`config.mk`:
```
export PLATFORM = sky130hd
export DESIGN_NAME = score_tracker_p
export DESIGN_NICKNAME = d
export VERILOG_FILES = /design/src/rtl/score_pkg.sv /design/src/rtl/score_cmp.sv /design/src/rtl/score_tracker_p.sv
export SDC_FILE = /design/constraint.sdc
export NUM_CORES = 1
export LEC_CHECK = 0
export ABC_AREA = 1
export CAP_MARGIN = 20
export CORE_ASPECT_RATIO = 0.5
export CORE_MARGIN = 3
export CORE_UTILIZATION = 52
export DETAILED_ROUTE_END_ITERATION = 8
export HOLD_SLACK_MARGIN = 0.05
export PLACE_DENSITY = 0.9
export SYNTH_ARGS = -nofsm -noshare
export SYNTH_HDL_FRONTEND = slang
export SYNTH_HIERARCHICAL = 1
export SYNTH_SLANG_ARGS = --single-unit
```
`constraint.sdc`:
```
create_clock -name clk -period 2.7 [get_ports clk]
set_input_delay 0.405 -clock clk [delete_from_list [all_inputs] [get_ports clk]]
set_output_delay 0.405 -clock clk [all_outputs]
set_load 0.01 [all_outputs]
```
`src/rtl/score_pkg.sv`:
```
// Shared definitions for the score tracker slice.
// Holds the FSM state type, default widths and the RAM depth helper.
package score_pkg;

    localparam int unsigned SCORE_W_DEF = 7;
    localparam int unsigned ID_W_DEF    = 3;
    localparam int unsigned ADDR_W_DEF  = 5;

    typedef enum logic [3:0] {
        ST_INIT,
        ST_IDLE,
        ST_CHECK,
        ST_FETCH,
        ST_WAIT,
        ST_CATCH,
        ST_COMPARE,
        ST_WRITE,
        ST_GLOBAL,
        ST_UPDATE,
        ST_DONE
    } state_t;

    // Number of RAM entries addressed by an addr_w-bit address.
    function automatic int unsigned depth_of(input int unsigned addr_w);
        return 32'd1 << addr_w;
    endfunction

endpackage

```
`src/rtl/score_cmp.sv`:
```
// Score comparator applying the tie policy.
// Ports:
//   a   - candidate score
//   b   - reference score (stored personal best or global best)
//   win - a beats b: a > b, or a >= b when TIE_WINS is non-zero
module score_cmp
    import score_pkg::*;
#(
    parameter int unsigned SCORE_W  = SCORE_W_DEF,
    parameter int          TIE_WINS = 0
) (
    input  logic [SCORE_W-1:0] a,
    input  logic [SCORE_W-1:0] b,
    output logic               win
);

    always_comb begin
        win = (TIE_WINS != 0) ? (a >= b) : (a > b);
    end

endmodule

```
`src/rtl/score_tracker_p.sv`:
```
// Score tracker: per-player personal bests in external single-port RAM plus
// a running global best (score and player ID).
// Ports:
//   clk, rst             - clock, synchronous active-low reset
//   score_req/req_ready  - submission handshake (ready only in IDLE)
//   score/player_id      - submitted score and player
//   is_guest             - guest submission: no RAM access, never updates best
//   clear_req            - re-initialise RAM and global best (IDLE only)
//   ram_*                - single-port RAM interface, registered outputs
//   valid                - one-cycle result strobe
//   personal_best        - result flag: new personal best written
//   global_best          - result flag: submission beat the global best
//   best_score/best_id   - current global best
module score_tracker_p
    import score_pkg::*;
#(
    parameter int unsigned SCORE_W  = SCORE_W_DEF,
    parameter int unsigned ID_W     = ID_W_DEF,
    parameter int unsigned ADDR_W   = ADDR_W_DEF,
    parameter int unsigned RAM_LAT  = 2,
    parameter int          TIE_WINS = 0
) (
    input  logic               clk,
    input  logic               rst,
    input  logic               score_req,
    output logic               req_ready,
    input  logic [SCORE_W-1:0] score,
    input  logic [ID_W-1:0]    player_id,
    input  logic               is_guest,
    input  logic               clear_req,
    input  logic [SCORE_W-1:0] ram_rdata,
    output logic [ADDR_W-1:0]  ram_addr,
    output logic [SCORE_W-1:0] ram_wdata,
    output logic               ram_we,
    output logic               ram_re,
    output logic               valid,
    output logic               personal_best,
    output logic               global_best,
    output logic [SCORE_W-1:0] best_score,
    output logic [ID_W-1:0]    best_id
);

    localparam int unsigned DEPTH  = depth_of(ADDR_W);
    localparam int unsigned WCNT_W = $clog2(RAM_LAT + 1);

    state_t             state;
    logic [ADDR_W-1:0]  init_cnt;
    logic [WCNT_W-1:0]  wait_cnt;
    logic [SCORE_W-1:0] s_q;
    logic [SCORE_W-1:0] stored_q;
    logic [ID_W-1:0]    id_q;
    logic               guest_q;
    logic [SCORE_W-1:0] cmp_ref;
    logic               cmp_win;

    // One comparator serves both decisions; the reference is chosen by state.
    always_comb begin
        cmp_ref = (state == ST_COMPARE) ? stored_q : best_score;
    end

    score_cmp #(
        .SCORE_W  (SCORE_W),
        .TIE_WINS (TIE_WINS)
    ) u_cmp (
        .a   (s_q),
        .b   (cmp_ref),
        .win (cmp_win)
    );

    assign req_ready = (state == ST_IDLE);

    always_ff @(posedge clk) begin
        if (!rst) begin
            state         <= ST_INIT;
            init_cnt      <= '0;
            wait_cnt      <= '0;
            s_q           <= '0;
            stored_q      <= '0;
            id_q          <= '0;
            guest_q       <= 1'b0;
            ram_addr      <= '0;
            ram_wdata     <= '0;
            ram_we        <= 1'b0;
            ram_re        <= 1'b0;
            valid         <= 1'b0;
            personal_best <= 1'b0;
            global_best   <= 1'b0;
            best_score    <= '0;
            best_id       <= '0;
        end else begin
            valid <= 1'b0;
            case (state)
                ST_INIT: begin
                    ram_we     <= 1'b1;
                    ram_re     <= 1'b0;
                    ram_wdata  <= '0;
                    ram_addr   <= init_cnt;
                    init_cnt   <= init_cnt + 1'b1;
                    best_score <= '0;
                    best_id    <= '0;
                    if (init_cnt == ADDR_W'(DEPTH - 1)) begin
                        state <= ST_IDLE;
                    end
                end
                ST_IDLE: begin
                    ram_we <= 1'b0;
                    ram_re <= 1'b0;
                    if (clear_req) begin
                        init_cnt   <= '0;
                        best_score <= '0;
                        best_id    <= '0;
                        state      <= ST_INIT;
                    end else if (score_req) begin
                        s_q           <= score;
                        id_q          <= player_id;
                        guest_q       <= is_guest;
                        personal_best <= 1'b0;
                        global_best   <= 1'b0;
                        state         <= ST_CHECK;
                    end
                end
                ST_CHECK: begin
                    state <= guest_q ? ST_GLOBAL : ST_FETCH;
                end
                ST_FETCH: begin
                    ram_addr <= ADDR_W'(id_q);
                    ram_re   <= 1'b1;
                    wait_cnt <= WCNT_W'(1);
                    state    <= ST_WAIT;
                end
                ST_WAIT: begin
                    if (wait_cnt == WCNT_W'(RAM_LAT)) begin
                        state <= ST_CATCH;
                    end else begin
                        wait_cnt <= wait_cnt + 1'b1;
                    end
                end
                ST_CATCH: begin
                    stored_q <= ram_rdata;
                    ram_re   <= 1'b0;
                    state    <= ST_COMPARE;
                end
                ST_COMPARE: begin
                    if (cmp_win) begin
                        personal_best <= 1'b1;
                        state         <= ST_WRITE;
                    end else begin
                        state <= ST_DONE;
                    end
                end
                ST_WRITE: begin
                    ram_we    <= 1'b1;
                    ram_wdata <= s_q;
                    state     <= ST_GLOBAL;
                end
                ST_GLOBAL: begin
                    ram_we <= 1'b0;
                    if (cmp_win) begin
                        global_best <= 1'b1;
                        state       <= ST_UPDATE;
                    end else begin
                        state <= ST_DONE;
                    end
                end
                ST_UPDATE: begin
                    if (!guest_q) begin
                        best_score <= s_q;
                        best_id    <= id_q;
                    end
                    state <= ST_DONE;
                end
                ST_DONE: begin
                    valid <= 1'b1;
                    state <= ST_IDLE;
                end
                default: begin
                    ram_we <= 1'b0;
                    ram_re <= 1'b0;
                    state  <= ST_IDLE;
                end
            endcase
        end
    end

endmodule

```
==> load_flow_metrics.sql <==
INSERT INTO impl_metrics (metric_group, metric, value, unit) VALUES
('power', 'ir_drop', '0.254', 'mV'),
('timing', 'layout_min_cycle_time', '2.55', 'ns'),
('placed_design', 'place.port_buffers', '49', ''),
('placed_design', 'postPlaceCellArea', '3310', 'sq um'),
('critical_path', 'crit-reg2reg-capture', 'state[1]', ''),
('layout', 'layout.cell_area.non_filler', '3420', 'sq um'),
('synth', 'ys_dominant_reg_cell', 'sky130_fd_sc_hd__dfxtp_1', ''),
('global_route', 'grt.total_usage', '22.7', '%'),
('die', 'i_o_pin_total', '50', ''),
('clock_network', 'cts_inserted_buffers', '5', ''),
('synth', 'yosysUniqueCellTypes', '28', ''),
('hold_path', 'cell_depth_of_the_worst_min_delay_path', '2', ''),
('global_route', 'grt_start_max_net_pins', '32', ''),
('placed_design', 'gp_routability_congestion', '0.913', ''),
('synth', 'combinational_family_with_the_most_area_after_synthesis', 'simple AND/OR/NAND/NOR gates', ''),
('layout', 'design.final.nets', '483', ''),
('status', 'outcome', 'completed', ''),
('global_route', 'grt_pass1_wl', '11.3', 'mm'),
('synth', 'synth_adder_area_share', '4.53', '%'),
('routing', 'post_drt_via_cell_ratio', '5.17', ''),
('clock_network', 'cts_buffer_depth', '2', ''),
('routing', 'post_drt_wl_per_cell', '13.3', 'um'),
('global_route', 'grt_pass1_vias', '2444', ''),
('hold_path', 'hold_start', 'ram_re', ''),
('critical_path', 'timing.critical_path.to_type', 'flop', ''),
('timing', 'final.setup.tns', '0', 'ns'),
('critical_path', 'regToRegSetupSlack', '0.15', 'ns'),
('synth', 'post_synth.cell_area_avg', '6.90', 'sq um'),
('global_route', 'antenna_found_initial', '0', ''),
('synth', 'synthesis.nets', '432', ''),
('routing', 'detailedRoute.firstIterationViolations', '282', ''),
('layout', 'synthToLayoutAreaGrowth', '23.9', '%'),
('critical_path', 'crit_arrival', '2.74', 'ns'),
('timing', 'max_slew.worst_pin.slew', '0.708', 'ns'),
('critical_path', 'rr_startpoint', 'state[0]', ''),
('synth', 'post_synth_arst_share', '0', '%'),
('timing', 'finalSetupViolations', '0', ''),
('critical_path', 'worst-setup-path-type', 'flop to flop', ''),
('layout', 'n_antenna_cell', '0', ''),
('clock_network', 'post_cts_resize_count', '0', ''),
('layout', 'multi_input_comb_area', '1350', 'sq um'),
('clock_network', 'clock_tree_from_tritoncts', 'done', ''),
('synth', 'synthSimpleGateAreaFrac', '27.0', '%'),
('synth', 'cells_after_synthesis', '400', ''),
('layout', 'mostFrequentLayoutCell', 'sky130_fd_sc_hd__nand2_1', ''),
('routing', 'detailroute.via_count', '2697', ''),
('critical_path', 'worstPathMaxFanout', '8', ''),
('synth', 'yosysSeqAreaShare', '40.6', '%'),
('hold_path', 'whs_endpoint', 'ram_re', ''),
('synth', 'post_synth_mux_area_share', '0', '%'),
('die', 'rows', '18', ''),
('die', 'die_area', '6270', 'sq um'),
('layout', 'share_of_the_core_filled_with_cells', '68.1', '%'),
('routing', 'remaining_drc_errors', '0', ''),
('routing', 'detail_route.first_pass.iterations', '4', ''),
('power', 'p_leak', '1.46', 'nW'),
('clock_network', 'worst_setup_hold_path_clk_slew', '0.09', 'ns'),
('layout', 'final.fill_count', '436', ''),
('power', 'pwr_density_cell', '410', 'nW/um^2'),
('die', 'design.core.area', '5020', 'sq um'),
('timing', 'hold_viol', '0', ''),
('timing', 'min_period_over_period', '94.5', '%'),
('routing', 'drt-total-wl', '6.94', 'mm'),
('timing', 'max_slew_margin', '52.7', '%'),
('synth', 'yosys_warnings', '6', ''),
('timing', 'maximum_operating_frequency', '0.392', 'GHz'),
('layout', 'drive_above_1_share', '7.08', '%'),
('clock_network', 'numClockSinks', '56', ''),
('global_route', 'globalRoute.totalOverflow', '0', ''),
('die', 'die_x', '109', 'um'),
('job', 'timing.max_cap.violations', '0', '');
-- flip-flops by register name, indices dropped and copies added, names as in the netlist --
name	flops
best_score	7
ram_wdata	7
s_q	7
stored_q	7
init_cnt	5
ram_addr	5
state	4
best_id	3
id_q	3
wait_cnt	2
global_best	1
guest_q	1
personal_best	1
ram_re	1
ram_we	1
valid	1
-- cells by family (layout without fill, tap and decap cells) --
kind of cell | Yosys count | in the layout
compound gates | 86 | 86
simple gates | 173 | 174
fa+ha+maj | 10 | 10
buf+inv | 75 | 126
flops | 56 | 56
-- cell usage after synthesis (3+ instances only) --
cell type | instances | area share [%]
sky130_fd_sc_hd__nand3_1 | 11 | 2.0
sky130_fd_sc_hd__nand2_1 | 84 | 11
sky130_fd_sc_hd__inv_1 | 60 | 8.2
sky130_fd_sc_hd__ha_1 | 10 | 4.5
sky130_fd_sc_hd__buf_2 | 3 | 0.54
sky130_fd_sc_hd__o22ai_1 | 3 | 0.68
sky130_fd_sc_hd__nor3_1 | 3 | 0.54
sky130_fd_sc_hd__dfxtp_1 | 56 | 41
sky130_fd_sc_hd__nor2_2 | 6 | 1.4
sky130_fd_sc_hd__a21oi_1 | 35 | 6.3
sky130_fd_sc_hd__nor2_4 | 4 | 1.6
sky130_fd_sc_hd__inv_2 | 4 | 0.54
sky130_fd_sc_hd__nand3b_1 | 3 | 0.82
sky130_fd_sc_hd__nor2_1 | 57 | 7.7
sky130_fd_sc_hd__clkbuf_1 | 6 | 0.82
sky130_fd_sc_hd__o21ai_0 | 24 | 4.3
sky130_fd_sc_hd__o21ai_1 | 8 | 1.4
sky130_fd_sc_hd__o21bai_1 | 10 | 2.7
-- through the flow --
| step | setup slack, ns | std cells | total power [mW] |
|---|---|---|---|
| floorplan | 0.420 | 400 | 0.889 |
| global placement | 0.295 | 512 | 0.935 |
| detailed placement | 0.214 | 512 | 0.937 |
| CTS | 0.146 | 520 | 1.41 |
| global route | -0.00790 | 522 | 1.45 |
| finish | 0.149 | 522 | 1.40 |
-- cell type report --
cell class | count | share of cell area, %
Clock buffer | 7 | 2.52
Sequential cell | 56 | 32.8
Timing Repair Buffer | 54 | 15.4
Tap cell | 70 | 2.56
Inverter | 64 | 7.02
Multi-Input combinational cell | 270 | 39.5
Clock inverter | 1 | 0.219
-- report_power, final --
| group | switching (mW) | total [mW] | leakage [nW] | internal [mW] |
|---|---|---|---|---|
| clock network | 0.276 | 0.485 | 0.0445 | 0.209 |
| registers | 0.00475 | 0.837 | 0.452 | 0.833 |
| logic | 0.0344 | 0.0806 | 0.960 | 0.0462 |
-- layer usage --
metal	share of wire, %	vias up	track usage, %
li1	-	1365	-
met1	48	1244	31.5
met2	45	79	35.9
met3	5.7	9	4.86
met4	0.81	0	6.29
met5	0	-	0
-- critical path, cell delays in order, from the launching register on --
cell and delay, ns:
sky130_fd_sc_hd__dfxtp_1 0.47, sky130_fd_sc_hd__inv_2 0.09, sky130_fd_sc_hd__nand2_1 0.22, sky130_fd_sc_hd__nor2_4 0.10, sky130_fd_sc_hd__o21ai_0 0.18, sky130_fd_sc_hd__inv_1 0.07
sky130_fd_sc_hd__ha_1 0.31, sky130_fd_sc_hd__nand2_2 0.08, sky130_fd_sc_hd__nor2_2 0.10, sky130_fd_sc_hd__nand2_1 0.05, sky130_fd_sc_hd__a21oi_1 0.26, sky130_fd_sc_hd__inv_1 0.13
sky130_fd_sc_hd__nand3_1 0.10, sky130_fd_sc_hd__nand2_1 0.05, sky130_fd_sc_hd__inv_1 0.05, sky130_fd_sc_hd__nand3b_1 0.08, sky130_fd_sc_hd__nand2_1 0.06, sky130_fd_sc_hd__nor2_1 0.03
-- repair_timing --
| item | 4_1_cts | 5_1_grt |
|---|---|---|
| buffers inserted | 0 | 1 |
| hold buffers | 0 | 0 |
| setup endpoints to repair | 0 | 3 |
-- worst max path at each step --
stage / from / to / slack, ns
6_report: state[0] / state[1] / 0.15
5_1_grt: state[0] / state[1] / -0.008
4_1_cts: state[0] / state[1] / 0.15
3_5_place_dp: state[0] / state[1] / 0.21
3_3_place_gp: state[0] / state[1] / 0.30
2_1_floorplan: state[1] / state[1] / 0.42
(Power assumes the default switching activity.)
